$ cat src/rtl/fir_pkg.sv
// Shared FIR datapath constants and the round/saturate helper.
package fir_pkg;

  localparam int unsigned FIR_ACC_W  = 36;
  localparam int unsigned SAMPLE_W   = 16;
  localparam int unsigned FRAC_SHIFT = 15;

  localparam logic signed [SAMPLE_W-1:0] SAMPLE_MAX = {1'b0, {(SAMPLE_W-1){1'b1}}};
  localparam logic signed [SAMPLE_W-1:0] SAMPLE_MIN = {1'b1, {(SAMPLE_W-1){1'b0}}};

  // Width of the rounded, shifted accumulator before saturation.
  localparam int unsigned RND_W = FIR_ACC_W + 1 - FRAC_SHIFT;

  localparam logic signed [RND_W-1:0] RND_MAX =
    {{(RND_W-SAMPLE_W+1){1'b0}}, {(SAMPLE_W-1){1'b1}}};
  localparam logic signed [RND_W-1:0] RND_MIN =
    {{(RND_W-SAMPLE_W+1){1'b1}}, {(SAMPLE_W-1){1'b0}}};

  typedef struct packed {
    logic signed [SAMPLE_W-1:0] sample;
    logic                       clip;
  } sat_result_t;

  // Round half up, arithmetic shift, then clip to the Q1.15 range.
  function automatic sat_result_t sat_round(input logic signed [FIR_ACC_W-1:0] acc);
    logic signed [FIR_ACC_W:0] sum;
    logic signed [RND_W-1:0]   r;
    sat_result_t               res;
    sum = {acc[FIR_ACC_W-1], acc} + ((FIR_ACC_W+1)'(1) << (FRAC_SHIFT - 1));
    r   = RND_W'(sum >>> FRAC_SHIFT);
    res.clip = 1'b0;
    if (r > RND_MAX) begin
      res.sample = SAMPLE_MAX;
      res.clip   = 1'b1;
    end else if (r < RND_MIN) begin
      res.sample = SAMPLE_MIN;
      res.clip   = 1'b1;
    end else begin
      res.sample = SAMPLE_W'(r);
    end
    return res;
  endfunction

endpackage

$ cat src/rtl/sync_fifo.sv
// Single-clock FIFO with registered pointers and a combinational head.
module sync_fifo #(
  parameter int unsigned WIDTH = 16,
  parameter int unsigned DEPTH = 4
) (
  input  logic             clk,
  input  logic             rst,
  input  logic             push,
  input  logic [WIDTH-1:0] push_data,
  input  logic             pop,
  output logic             full,
  output logic             empty,
  output logic [WIDTH-1:0] head
);

  localparam int unsigned AW = $clog2(DEPTH);

  logic [WIDTH-1:0] mem [DEPTH];
  logic [AW:0]      wr_ptr;
  logic [AW:0]      rd_ptr;
  logic             do_push;
  logic             do_pop;

  // Pointers carry one extra wrap bit to tell full from empty.
  always_comb begin
    empty   = (wr_ptr == rd_ptr);
    full    = (wr_ptr[AW] != rd_ptr[AW]) && (wr_ptr[AW-1:0] == rd_ptr[AW-1:0]);
    do_pop  = pop && !empty;
    do_push = push && (!full || do_pop);
    head    = mem[rd_ptr[AW-1:0]];
  end

  // Pointer update; a push while full is accepted only alongside a pop.
  always_ff @(posedge clk) begin
    if (rst) begin
      wr_ptr <= '0;
      rd_ptr <= '0;
    end else begin
      if (do_push) wr_ptr <= wr_ptr + 1'b1;
      if (do_pop)  rd_ptr <= rd_ptr + 1'b1;
    end
  end

  // Storage write; contents need no reset since the pointers gate them.
  always_ff @(posedge clk) begin
    if (do_push) mem[wr_ptr[AW-1:0]] <= push_data;
  end

endmodule

$ cat src/rtl/fir_requant_decim.sv
// Requantise the FIR accumulator to Q1.15, decimate, and buffer the result.
module fir_requant_decim
  import fir_pkg::*;
#(
  parameter int unsigned IN_W       = FIR_ACC_W,
  parameter int unsigned OUT_W      = SAMPLE_W,
  parameter int unsigned FRAC_SHIFT = fir_pkg::FRAC_SHIFT,
  parameter int unsigned DECIM      = 1,
  parameter int unsigned FIFO_DEPTH = 4
) (
  input  logic                    clk,
  input  logic                    rst,
  input  logic                    in_valid,
  input  logic signed [IN_W-1:0]  in_sample,
  output logic                    out_valid,
  input  logic                    out_ready,
  output logic signed [OUT_W-1:0] out_data,
  input  logic                    clear_stats,
  output logic                    ovf,
  output logic [15:0]             sat_count
);

  localparam int unsigned RW   = IN_W + 1 - FRAC_SHIFT;
  localparam int unsigned PH_W = (DECIM > 1) ? $clog2(DECIM) : 1;

  localparam logic signed [RW-1:0] R_MAX = {{(RW-OUT_W+1){1'b0}}, {(OUT_W-1){1'b1}}};
  localparam logic signed [RW-1:0] R_MIN = {{(RW-OUT_W+1){1'b1}}, {(OUT_W-1){1'b0}}};

  logic signed [IN_W:0]   sum;
  logic signed [RW-1:0]   r1;
  logic                   v1;
  logic                   keep1;
  logic [PH_W-1:0]        phase;
  logic                   push;
  logic                   clip;
  logic [OUT_W-1:0]       sat_sample;
  logic                   pop;
  logic                   full;
  logic                   empty;
  logic [OUT_W-1:0]       head;
  logic                   drop;

  // Rounding add carried one bit wider than the input so it cannot wrap.
  always_comb begin
    sum = {in_sample[IN_W-1], in_sample} + ((IN_W+1)'(1) << (FRAC_SHIFT - 1));
  end

  // Stage 1: register the rounded value, valid bit and keep decision.
  always_ff @(posedge clk) begin
    if (rst) begin
      v1    <= 1'b0;
      keep1 <= 1'b0;
      r1    <= '0;
      phase <= '0;
    end else begin
      v1 <= in_valid;
      if (in_valid) begin
        r1    <= RW'(sum >>> FRAC_SHIFT);
        keep1 <= (phase == '0);
        phase <= (phase == PH_W'(DECIM - 1)) ? '0 : phase + 1'b1;
      end
    end
  end

  // Stage 2: saturate the kept sample and form the FIFO push.
  always_comb begin
    push       = v1 && keep1;
    clip       = 1'b0;
    sat_sample = r1[OUT_W-1:0];
    if (r1 > R_MAX) begin
      sat_sample = {1'b0, {(OUT_W-1){1'b1}}};
      clip       = 1'b1;
    end else if (r1 < R_MIN) begin
      sat_sample = {1'b1, {(OUT_W-1){1'b0}}};
      clip       = 1'b1;
    end
    pop       = !empty && out_ready;
    drop      = push && full && !pop;
    out_valid = !empty;
    out_data  = empty ? '0 : head;
  end

  sync_fifo #(
    .WIDTH(OUT_W),
    .DEPTH(FIFO_DEPTH)
  ) u_fifo (
    .clk      (clk),
    .rst      (rst),
    .push     (push),
    .push_data(sat_sample),
    .pop      (pop),
    .full     (full),
    .empty    (empty),
    .head     (head)
  );

  // Sticky overflow and saturating clip counter; a new event beats clear.
  always_ff @(posedge clk) begin
    if (rst) begin
      ovf       <= 1'b0;
      sat_count <= '0;
    end else begin
      if (drop)             ovf <= 1'b1;
      else if (clear_stats) ovf <= 1'b0;

      if (push && clip) begin
        if (clear_stats)              sat_count <= 16'd1;
        else if (sat_count != '1)     sat_count <= sat_count + 16'd1;
      end else if (clear_stats) begin
        sat_count <= '0;
      end
    end
  end

endmodule

$ cat config.mk
export PLATFORM = sky130hd
export DESIGN_NAME = fir_requant_decim
export DESIGN_NICKNAME = d
export VERILOG_FILES = /design/src/rtl/fir_pkg.sv /design/src/rtl/sync_fifo.sv /design/src/rtl/fir_requant_decim.sv
export SDC_FILE = /design/constraint.sdc
export NUM_CORES = 1
export LEC_CHECK = 0
export CAP_MARGIN = 20
export CORE_UTILIZATION = 35
export DETAILED_ROUTE_END_ITERATION = 8
export GPL_TIMING_DRIVEN = 0
export PLACE_DENSITY = 0.54
export SYNTH_ARGS = -nofsm -noshare
export SYNTH_HDL_FRONTEND = slang
export SYNTH_SLANG_ARGS = --single-unit
$ cat constraint.sdc
create_clock -name clk -period 2.1 [get_ports clk]
set_clock_uncertainty 0.1 [all_clocks]
set_input_delay 0.315 -clock clk [delete_from_list [all_inputs] [get_ports clk]]
set_output_delay 0.315 -clock clk [all_outputs]
set_load 0.02 [all_outputs]
==> summary.log <==
qor: synth.synth-edff-count 64
qor: synth.synth_area_per_cell 12.3 sq um
qor: placement.place_inst 650
qor: sta.finalWorstSetupSlack -82.6 ps
qor: final_layout.fin_nets 547
qor: critical_path.cp-start-kind register
qor: sta.total_count_of_hold_check_failures_in_the_final_report 0
qor: clocking.cts-buffers-inserted 17
qor: critical_path.end_kind output port
qor: die.floorplan.die.width 122 microns
qor: placement.place_hpwl 7230 microns
qor: routing.drt-pass1-iter-count 4
qor: routing.post_drt_wl_per_cell 16.0 microns
qor: synth.dominantRegCellSynth sky130_fd_sc_hd__edfxtp_1
qor: critical_path.critical_path_required 1680 ps
qor: routing.detail_route.vias_per_cell 5.13
qor: routing.routed.top_layer met4
qor: die.coreArea 0.0140 sq mm
qor: synth.post_synth_inst_count 412
qor: routing.postRouteAntennaNets 0
qor: pwr.worst_ir_drop_on_vdd 0.000406 V
qor: global_route.grt_pass1_vias 3,454
qor: placement.portBuffers 58
qor: clocking.clock_tree.root_cell sky130_fd_sc_hd__clkbuf_16
qor: outcome.run_status finished, violations left
qor: synth.number_of_storage_elements_in_the_synthesis_netlist 113
qor: min_path.min_path_type primary input to register
qor: critical_path.maximum_fanout_along_the_worst_path 5
qor: global_route.grt_overflow 0
qor: sta.worst_slew_pin_slew 890 ps
qor: synth.yosysMostFrequentCell sky130_fd_sc_hd__edfxtp_1
qor: die.starting_density_of_the_core 36.1%
qor: global_route.largest_net_degree_at_the_start_of_global_routing 18
qor: sta.final_max_slew_viol_count 0
qor: critical_path.critPathKind register to output port
qor: die.fp.dieH 122 microns
qor: sta.grt_setup_unrepaired yes
qor: die.fp.dieArea 0.0149 sq mm
qor: synth.synth_top_area_cell sky130_fd_sc_hd__edfxtp_1
qor: routing.drt_first_iter_violations 140
qor: placement.dpl_worst_slack -695 ps
qor: sta.setup_total_negative_slack -932 ps
qor: placement.placed_area 0.00586 sq mm
qor: synth.synth_async_sr_flop_share 0%
qor: clocking.number_of_clock_sinks 113
qor: critical_path.regToRegEndpoint sat_count[6]$_SDFFE_PP0P_
qor: routing.drt_drc 0
qor: critical_path.reg2reg_from r1[18]$_SDFFE_PP0P_
qor: routing.route.met3.wl 435 microns
qor: sta.final.hold.worst_slack 186 ps
qor: routing.vias 3,548
qor: pwr.power 5.82 mW
qor: synth.yosys-top-cells-count sky130_fd_sc_hd__edfxtp_1, sky130_fd_sc_hd__dfxtp_1, sky130_fd_sc_hd__nor2_1
qor: pwr.pwr_density_cell 859 mW/mm^2
qor: clocking.tritoncts_clock_tree built
qor: clocking.cts_hold_buffers 0
qor: synth.ys_warn_count 0
qor: pwr.leakagePower 2.32 nW
qor: synth.synth_cell_type_count 50
qor: final_layout.final_layout_size_suffix_gt1_share 28.7%
qor: die.io_pins 75
qor: routing.route.layer.met1.wl 5380 microns
qor: outcome.violated_checks negative setup slack
qor: sta.max-slew-margin-rel 40.4%
qor: synth.yosysSeqAreaShare 57.5%
qor: clocking.cts_max_level 4
qor: final_layout.post-route-util 48.5%
qor: die.placementRows 43
qor: critical_path.reg2reg_slack -20 ps
qor: placement.weighted_congestion_at_the_end_of_routability_driven_global_placement 0.742
qor: clocking.clock_tree.buffer_depth 2
qor: sta.finalSetupViolCount 25
qor: critical_path.cells_on_worst_reg2reg_path 7
qor: final_layout.n_antenna_cell 0
qor: sta.timing.final.crit_period 2180 ps
qor: global_route.grt_usage 15.9%
qor: sta.period_share 104%
qor: sta.fmax 458 MHz
qor: synth.yosysTopAreaCellShare 38.1%
qor: synth.synth_area 0.00505 sq mm
qor: routing.postRouteWirelength 11,100 microns
qor: critical_path.worst-endpoint-arrival 1770 ps
qor: critical_path.worst_setup_path_endpoint out_data[0]
qor: final_layout.layoutNonFillerInstCount 692
qor: final_layout.area_delta_synth_final 34.3%
qor: routing.detailroute.wirelength.met2 5190 microns
qor: job.timing.max_cap.violations 0
qor: synth.synthTopCellsByArea sky130_fd_sc_hd__edfxtp_1, sky130_fd_sc_hd__dfxtp_1, sky130_fd_sc_hd__mux4_2
qor: global_route.grt_first_pass_wirelength 17,700 microns
qor: final_layout.design_area 0.00678 sq mm
qor: clocking.worst_skew_pair.late_latency 410 ps
qor: clocking.clkTransAtPathRegs 50 ps
qor: synth.post_synthesis_net_count 460
qor: global_route.antenna_found_initial 0
state kept, by name, indices dropped and copies added (netlist names), named ones only:
register       count
sat_count         16
u_fifo.mem        64
v1                 1
r1                22
keep1              1
ovf                1
u_fifo.wr_ptr      3
u_fifo.rd_ptr      3
worst max-delay path, cell delays in order (launching register included):
cell and delay (ps):
sky130_fd_sc_hd__dfxtp_4 410, sky130_fd_sc_hd__buf_4 150, sky130_fd_sc_hd__mux4_2 490, sky130_fd_sc_hd__and2_1 160, sky130_fd_sc_hd__buf_2 150
worst min-delay path by stage:
stage	startpoint	end	slack, ps	cells past startpoint
after detailed placement	r1[11]$_SDFFE_PP0P_	r1[11]$_SDFFE_PP0P_	380	2
after CTS	in_valid	r1[5]$_SDFFE_PP0P_	180	3
final	in_valid	r1[5]$_SDFFE_PP0P_	190	3
after floorplan	r1[0]$_SDFFE_PP0P_	r1[0]$_SDFFE_PP0P_	360	2
after global placement	r1[0]$_SDFFE_PP0P_	r1[0]$_SDFFE_PP0P_	380	2
after global routing	in_valid	v1$_SDFF_PP0_	210	2
logic make-up (layout without fill, tap and decap cells):
logic type	Yosys count	after routing	share of synthesized area [%]
compound gates	71	71	9.79
xor+xnor	25	25	4.34
fa+ha+maj	7	7	1.73
buf+inv	29	129	2.90
flops	113	113	57.5
mux	18	18	7.53
simple gates	149	149	16.2
report_power, final:
part | internal [mW] | leakage [nW] | switching [mW]
combinational | 0.340 | 1.08 | 0.337
sequential | 2.43 | 0.979 | 0.0414
clock | 1.63 | 0.262 | 1.05
total | 4.40 | 2.32 | 1.43
per-layer routing:
layer  up-vias  track usage (%)
met2        83             24.4
met3        11             4.17
li1       1742                -
met4         0             6.17
met5         -                0
met1      1712             21.6
timing repair:
action | in CTS | in global routing
endpoints found under the setup margin | 94 | 138
gates resized for setup | 132 | 44
buffers inserted | 7 | 5
hold endpoints to repair | 0 | 0
pin swaps | 12 | 30
gates cloned | 1 | 1
layout by cell type (no fill, tap or decap), types with 4 or more instances in the layout:
cell	instances
sky130_fd_sc_hd__a211oi_1	17
sky130_fd_sc_hd__a21oi_1	11
sky130_fd_sc_hd__and2_4	18
sky130_fd_sc_hd__and4_1	4
sky130_fd_sc_hd__buf_2	5
sky130_fd_sc_hd__buf_4	8
sky130_fd_sc_hd__buf_6	18
sky130_fd_sc_hd__clkbuf_1	11
sky130_fd_sc_hd__clkbuf_16	18
sky130_fd_sc_hd__clkdlybuf4s50_1	38
sky130_fd_sc_hd__clkinvlp_4	5
sky130_fd_sc_hd__dfxtp_1	40
sky130_fd_sc_hd__dfxtp_2	6
sky130_fd_sc_hd__edfxtp_1	64
sky130_fd_sc_hd__ha_1	5
sky130_fd_sc_hd__inv_1	7
sky130_fd_sc_hd__mux4_2	16
sky130_fd_sc_hd__nand2_1	17
sky130_fd_sc_hd__nand3_1	15
sky130_fd_sc_hd__nand4_1	14
sky130_fd_sc_hd__nor2_1	41
sky130_fd_sc_hd__o211ai_1	4
sky130_fd_sc_hd__o21a_1	15
sky130_fd_sc_hd__o21ai_0	5
sky130_fd_sc_hd__o21ai_2	6
sky130_fd_sc_hd__or3_1	4
sky130_fd_sc_hd__or3_2	5
sky130_fd_sc_hd__or4_4	5
sky130_fd_sc_hd__xnor2_1	9
sky130_fd_sc_hd__xor2_1	13
area by class of cell:
class	instances	area, sq um
clock buffers	17	425
inverters	7	26.3
repair buffers	71	727
clock inverters	15	135
flip-flops and latches	113	2920
multi-input cells	270	2180
well taps	180	225
plain buffers	19	143
fillers	1269	7210
Note: power is estimated with default switching activity, not from simulation.
